`config.mk`:
```
export PLATFORM = sky130hd
export DESIGN_NAME = alu_serial_ctrl
export DESIGN_NICKNAME = d
export VERILOG_FILES = /design/src/rtl/alu_serial_ctrl.sv
export SDC_FILE = /design/constraint.sdc
export NUM_CORES = 1
export LEC_CHECK = 0
export ABC_AREA = 1
export CORE_MARGIN = 2
export CORE_UTILIZATION = 54
export DETAILED_ROUTE_END_ITERATION = 10
export PLACE_DENSITY = 0.93
export SKIP_LAST_GASP = 1
export SYNTH_ARGS = -nofsm -noshare
export SYNTH_HDL_FRONTEND = slang
export SYNTH_SLANG_ARGS = --single-unit
```
`constraint.sdc`:
```
create_clock -name clk -period 3.6 [get_ports clk]
set_input_delay 0.54 -clock clk [delete_from_list [all_inputs] [get_ports clk]]
set_output_delay 0.54 -clock clk [all_outputs]
set_load 0.03 [all_outputs]
```
`src/rtl/alu_serial_ctrl.sv`:
```
// Bit-serial sequencer driving a shared 1-bit ALU, LSB first, with carry/borrow
// chaining between bit slices for add/subtract.
module alu_serial_ctrl #(
  parameter int WIDTH = 8
) (
  input  logic             clk,
  input  logic             reset_n,
  input  logic             start,
  input  logic [1:0]       op_mode,
  input  logic [1:0]       op_code,
  input  logic [WIDTH-1:0] a,
  input  logic [WIDTH-1:0] b,
  output logic             ready,
  output logic             done,
  output logic             err,
  output logic [WIDTH-1:0] y,
  output logic             carry_out,
  output logic [1:0]       alu_mode,
  output logic [1:0]       alu_opcode,
  output logic             alu_ain,
  output logic             alu_bin,
  input  logic             alu_result,
  input  logic             alu_cout
);

  localparam int CW = $clog2(WIDTH);

  // state  | meaning
  // IDLE   | ready, waiting for start
  // RUN    | one bit slice per cycle through the ALU
  // DONE   | result published, done pulse
  typedef enum logic [1:0] {S_IDLE, S_RUN, S_DONE} state_e;

  state_e           state_q, state_d;
  logic [1:0]       mode_q, code_q;
  logic [WIDTH-1:0] a_sh_q, b_sh_q, res_q, y_q;
  logic [CW-1:0]    cnt_q;
  logic             c_q, cout_q, err_q;
  logic             accept, reject, last, chain, s, c_d;

  assign accept = (state_q == S_IDLE) && start && (op_mode != 2'b11);
  assign reject = (state_q == S_IDLE) && start && (op_mode == 2'b11);
  assign last   = (cnt_q == CW'(WIDTH - 1));
  assign chain  = (mode_q == 2'b01) && !code_q[1];

  // c_q is carry for ADD and borrow for SUB; both use s = r ^ c
  always_comb begin
    s   = alu_result;
    c_d = 1'b0;
    if (chain) begin
      s = alu_result ^ c_q;
      if (code_q[0]) c_d = alu_cout | (~alu_result & c_q);
      else           c_d = alu_cout | (alu_result & c_q);
    end
  end

  always_ff @(posedge clk or negedge reset_n) begin
    if (!reset_n) state_q <= S_IDLE;
    else          state_q <= state_d;
  end

  always_comb begin
    state_d = state_q;
    case (state_q)
      S_IDLE:  if (accept) state_d = S_RUN;
      S_RUN:   if (last)   state_d = S_DONE;
      S_DONE:  state_d = S_IDLE;
      default: state_d = S_IDLE;
    endcase
  end

  always_comb begin
    ready      = (state_q == S_IDLE);
    done       = (state_q == S_DONE);
    alu_mode   = 2'b00;
    alu_opcode = 2'b00;
    alu_ain    = 1'b0;
    alu_bin    = 1'b0;
    if (state_q == S_RUN) begin
      alu_mode   = mode_q;
      alu_opcode = code_q;
      alu_ain    = a_sh_q[0];
      alu_bin    = b_sh_q[0];
    end
  end

  // y/carry_out load on the final RUN edge so they are valid alongside done
  always_ff @(posedge clk or negedge reset_n) begin
    if (!reset_n) begin
      mode_q <= '0;
      code_q <= '0;
      a_sh_q <= '0;
      b_sh_q <= '0;
      res_q  <= '0;
      cnt_q  <= '0;
      c_q    <= 1'b0;
      y_q    <= '0;
      cout_q <= 1'b0;
      err_q  <= 1'b0;
    end else begin
      err_q <= reject;
      if (accept) begin
        mode_q <= op_mode;
        code_q <= op_code;
        a_sh_q <= a;
        b_sh_q <= b;
        res_q  <= '0;
        cnt_q  <= '0;
        c_q    <= 1'b0;
      end else if (state_q == S_RUN) begin
        a_sh_q <= a_sh_q >> 1;
        b_sh_q <= b_sh_q >> 1;
        res_q  <= {s, res_q[WIDTH-1:1]};
        c_q    <= c_d;
        if (last) begin
          y_q    <= {s, res_q[WIDTH-1:1]};
          cout_q <= c_d;
        end else begin
          cnt_q <= cnt_q + CW'(1);
        end
      end
    end
  end

  assign err       = err_q;
  assign y         = y_q;
  assign carry_out = cout_q;

endmodule

```
Word-level counts from Yosys, hierarchy flattened:

Cells that the tools add are included.
Widths: inputs -> output; s select.

* flip-flop bits (word level): 44

* $add $sub $neg: 1
* eq/ne operators: 9
* muxes and demuxes: 21
* bitwise gates (word level): 7
* reduce and logical (&&, ||, !) cells: 10

Operator list (count)
* $mux 8: 6
* $mux 3: 3
* $mux 2: 4
* $mux 1: 7
* $ne 2x2->1 const B: 3
* $eq 2x1->1 const B: 2
* $eq 2x2->1 const B: 2
* $logic_and 1x1->1: 4
* $pmux 2 s2: 1
* $reduce_and 2->1: 2
* $add 3x1->3 const B: 1
* $eq 3x3->1 const B: 1
* $reduce_and 3->1: 1
* $and 1x1->1: 2
* $logic_not 2->1: 1
* $ne 2x1->1 const B: 1
* $not 1->1: 2
* $or 1x1->1: 2
* $reduce_bool 2->1: 1
* $logic_not 1->1: 1
* $xor 1x1->1: 1

Depth between registers and ports, before layout:

* depth after elaboration: 7
* gate-level depth with buffers: 8

Least setup slack after synthesis:

Ideal clock, no wire load.

* kind: register to output
* start: register state_q[1]
* end: output port alu_ain
* arrival: 1212 ps
* required time: 3060 ps
* path slack: 1848 ps
* cell stages (with the launch flop): 5
* cells stage by stage: dfrtp_1 -> inv_1 -> nand2_4 -> buf_2 -> nor2_1

* cells in the longest elaborated chain, start to end: 2

Ends and longest elaborated chain
* from (decl): RTL line 34 `state_e state_q, state_d;`
* from (signal assigned): RTL line 59 `else state_q <= state_d;`
* $eq 2x1->1: RTL line 79 `if (state_q == S_RUN) begin`
* $mux 1: RTL line 79
* to (decl): RTL line 20 `output logic alu_ain,`

No other way between the ends.

Final worst setup path:

* start: register state_q[1]
* end: output port alu_mode[0]

* cells in the longest elaborated chain, start to end: 2

Ends and longest elaborated chain
* $eq 2x1->1: RTL line 79
* $mux 2: RTL line 79
* to (decl): RTL line 18 `output logic [1:0] alu_mode,`

No other way between the ends.

==> metrics.md <==
| Metric | Value |
|---|---|
| Status | finished clean |
| Overall Power | 2.23 mW |
| Critical Path Max Stage Delay | 0.69 ns |
| Post-synth cell types | 20 |
| CP max stage cell | clkdlybuf4s50_1 |
| Dpl ws | 1.45 ns |
| Largest net degree at the start of global routing | 44 |
| Clk root buf | clkbuf_8 |
| Class of the most critical setup path | reg2out |
| I/O Buffers | 42 |
| Dpl cells | 317 |
| Die W | 64.8 um |
| R2R Path Start | state_q[0] |
| DR vias | 1684 |
| Fraction of layout cells with a size suffix above 1 | 8.66% |
| Static leakage | 1.26 nW |
| Finished Layout Cells | 325 |
| Pre-antenna DRT Iters | 4 |
| Die height | 64.8 um |
| Max_cap viols | 0 |
| Switching pwr | 0.936 mW |
| Peak Freq | 0.418 GHz |
| Clock latency on the worst-skew pair | 0.30 ns |
| Crit. Startpoint | state_q[1] |
| WL per Instance | 13.1 um |
| Worst-path cell chain | inv_1 > nand2_4 > nor2_1 > clkdlybuf4s50_1 |
| CP Data Arrival Time | 1.85 ns |
| Clock Skews | 0.00904 ns |
| Period minus WS final | 2.39 ns |
| Clock slew at reported path FFs | 0.08 ns |
| Fin. Hold Viols | 0 |
| Worst vdd ir | 0.000367 V |
| Yosys reg bits | 43 |
| CTS tree | yes |
| Hold WS | 0.377 ns |
| DP HPWL | 2940 um |
| Sequential share of the synthesized area | 53.9% |
| Power Dens Cells | 885 nW/um2 |
| Worst-margin pin slew | 0.939 ns |
| Final Setup Violations | 0 |
| Core Area | 3610 um2 |
| Syn_area_per_cell | 8.49 um2 |
| Initial antenna violation count | 0 |
| Mapped cell area | 2000 um2 |
| Total wire length | 4260 um |
| Layout Area Growth over Synthesis | 26.0% |
| Cell taking the most area after synthesis | dfrtp_1 |
| Total grt overflow | 0 |
| Setup Buffers After CTS | 0 |
| Top cells by area, synth | dfrtp_1 54%, nand2_1 17%, o21ai_0 5.0%, nand3_1 4.8%, inv_1 4.3% |
| Slew Limit Fails | 0 |
| H-Tree Level Count | 2 |
| Synthesis Warnings | 0 |
| DRT iter0 DRCs | 100 |
| Top-area cell type share of the netlist area | 53.9% |
| Vias per inst | 5.18 |
| Final worst-path setup slack | 1.21 ns |
| Clk network pwr share | 17.5% |
| Clock buffer count from CTS | 5 |
| Setup_tns | 0 ns |
| Die area | 4200 um2 |
| Max clock buf depth | 2 |
| Final GP Congestion | 0.791 |
| # nets final | 303 |
| Final Cycle Share | 66.5% |
| RSZ-0062 raised after global routing | false |
| Worst slew margin | 37.4% |
| Worst setup SP type | register |
| Syn Nets | 262 |
| Row count | 22 |
| DRC | 0 |
| Cell count after synthesis | 235 |
| Combinational Power Share | 45.8% |
| ANT cells | 0 |
| Number of global-route vias before repair | 1592 |
| Crit. End Element | primary output |
| Hold WC Path Type | in2async |
| IO Pins | 43 |
| First-pass GRT wire length | 6980 um |
| Crit-path max FO | 14 |
| Clock sinks | 43 |
| Switching fraction of total power | 42.0% |
| Hold Buf Count CTS | 0 |
| Initial Util | 55.3% |
| CP required | 3.06 ns |
| CTS resizes | 0 |
| Int Power | 1.29 mW |
| Post-DRT Antenna Nets | 0 |
| Sequential Power Share | 36.7% |
| GRT Util Overall | 22.3% |
## layout by cell type, fill, tap and decap left out
master	count
a21oi_1	2
buf_2	1
bufinv_16	1
clkbuf_8	6
clkdlybuf4s50_1	41
clkinv_2	1
dfrtp_1	43
ha_1	2
inv_1	23
inv_2	1
inv_4	1
inv_6	1
nand2_1	90
nand2_4	3
nand3_1	19
nand3_4	1
nor2_1	11
nor2_2	1
nor2_4	1
o21ai_0	20
o21ai_1	2
o21ai_2	6
## per-stage QoR
step	instance area, um2	util [%]
2_1_floorplan	2000	-
3_3_place_gp	2400	66.5
3_5_place_dp	2400	66.5
4_1_cts	2510	69.7
5_1_grt	2510	69.7
6_report	2510	69.7
## worst max-delay path: cells and delay by family, from the launching register on
kind                   cells  cell delay (ns)
DFF                        1             0.41
and+or+nand+nor            2             0.30
buffers and inverters      2             0.84
## cells by family (layout without fill, tap and decap cells)
logic type / Yosys count / in the layout / synth area share [%]
flops: 43 / 43 / 53.9
fa+ha+maj: 2 / 2 / 1.25
simple gates: 126 / 126 / 27.2
compound gates: 30 / 30 / 8.65
buf+inv: 34 / 76 / 8.97
## cell type report
cell class | instances | area, um2
Multi-Input combinational cell | 158 | 741
Clock buffer | 6 | 82.6
Sequential cell | 43 | 1080
Inverter | 26 | 105
Timing Repair Buffer | 42 | 415
Fill cell | 288 | 1090
Tap cell | 48 | 60.1
Clock inverter | 2 | 35.0
## cell usage after synthesis
master and count:
nand3_4 1, a21oi_1 2, nand3_1 19, dfrtp_1 43, inv_1 23, inv_4 1, nor2_2 1, ha_1 2
nand2_4 3, o21ai_1 2, buf_4 1, nor2_4 1, inv_6 1, nand2_1 90, buf_2 2, buf_6 5
o21ai_2 6, o21ai_0 20, nor2_1 11, inv_2 1
## power groups by stage
stage / registers [mW] / logic (mW) / clock network (mW)
6_report: 0.817 / 1.02 / 0.389
4_1_cts: 0.816 / 1.03 / 0.392
5_1_grt: 0.839 / 1.12 / 0.415
3_5_place_dp: 0.822 / 1.02 / 0
3_3_place_gp: 0.806 / 0.981 / 0
2_1_floorplan: 0.875 / 0.656 / 0
## sequential cells by signal, summed over array words and instances, names as in the netlist
register / cells
a_sh_q: 8
b_sh_q: 8
c_q: 1
carry_out: 1
cnt_q: 3
code_q: 2
err: 1
mode_q: 2
res_q: 7
state_q: 2
y: 8
## final timing paths
check / endpoint / slack [ns] / depth (start not counted)
max: alu_mode[0] / 1.21 / 4
min: a_sh_q[0] / 0.38 / 1
max reg2reg: b_sh_q[6] / 1.91 / 6
min reg2reg: y[4] / 0.49 / 2
max in group asynchronous: y[1] / 2.64 / 1
min in group clk: y[4] / 0.49 / 2
## per-layer routing
layer	vias up	routed length [um]	global-route usage (%)
met1	810	1740	27.4
met5	-	0	0
li1	811	-	-
met2	53	2200	37.4
met4	0	97	8.78
met3	10	221	6.25
(Power assumes the default switching activity.)
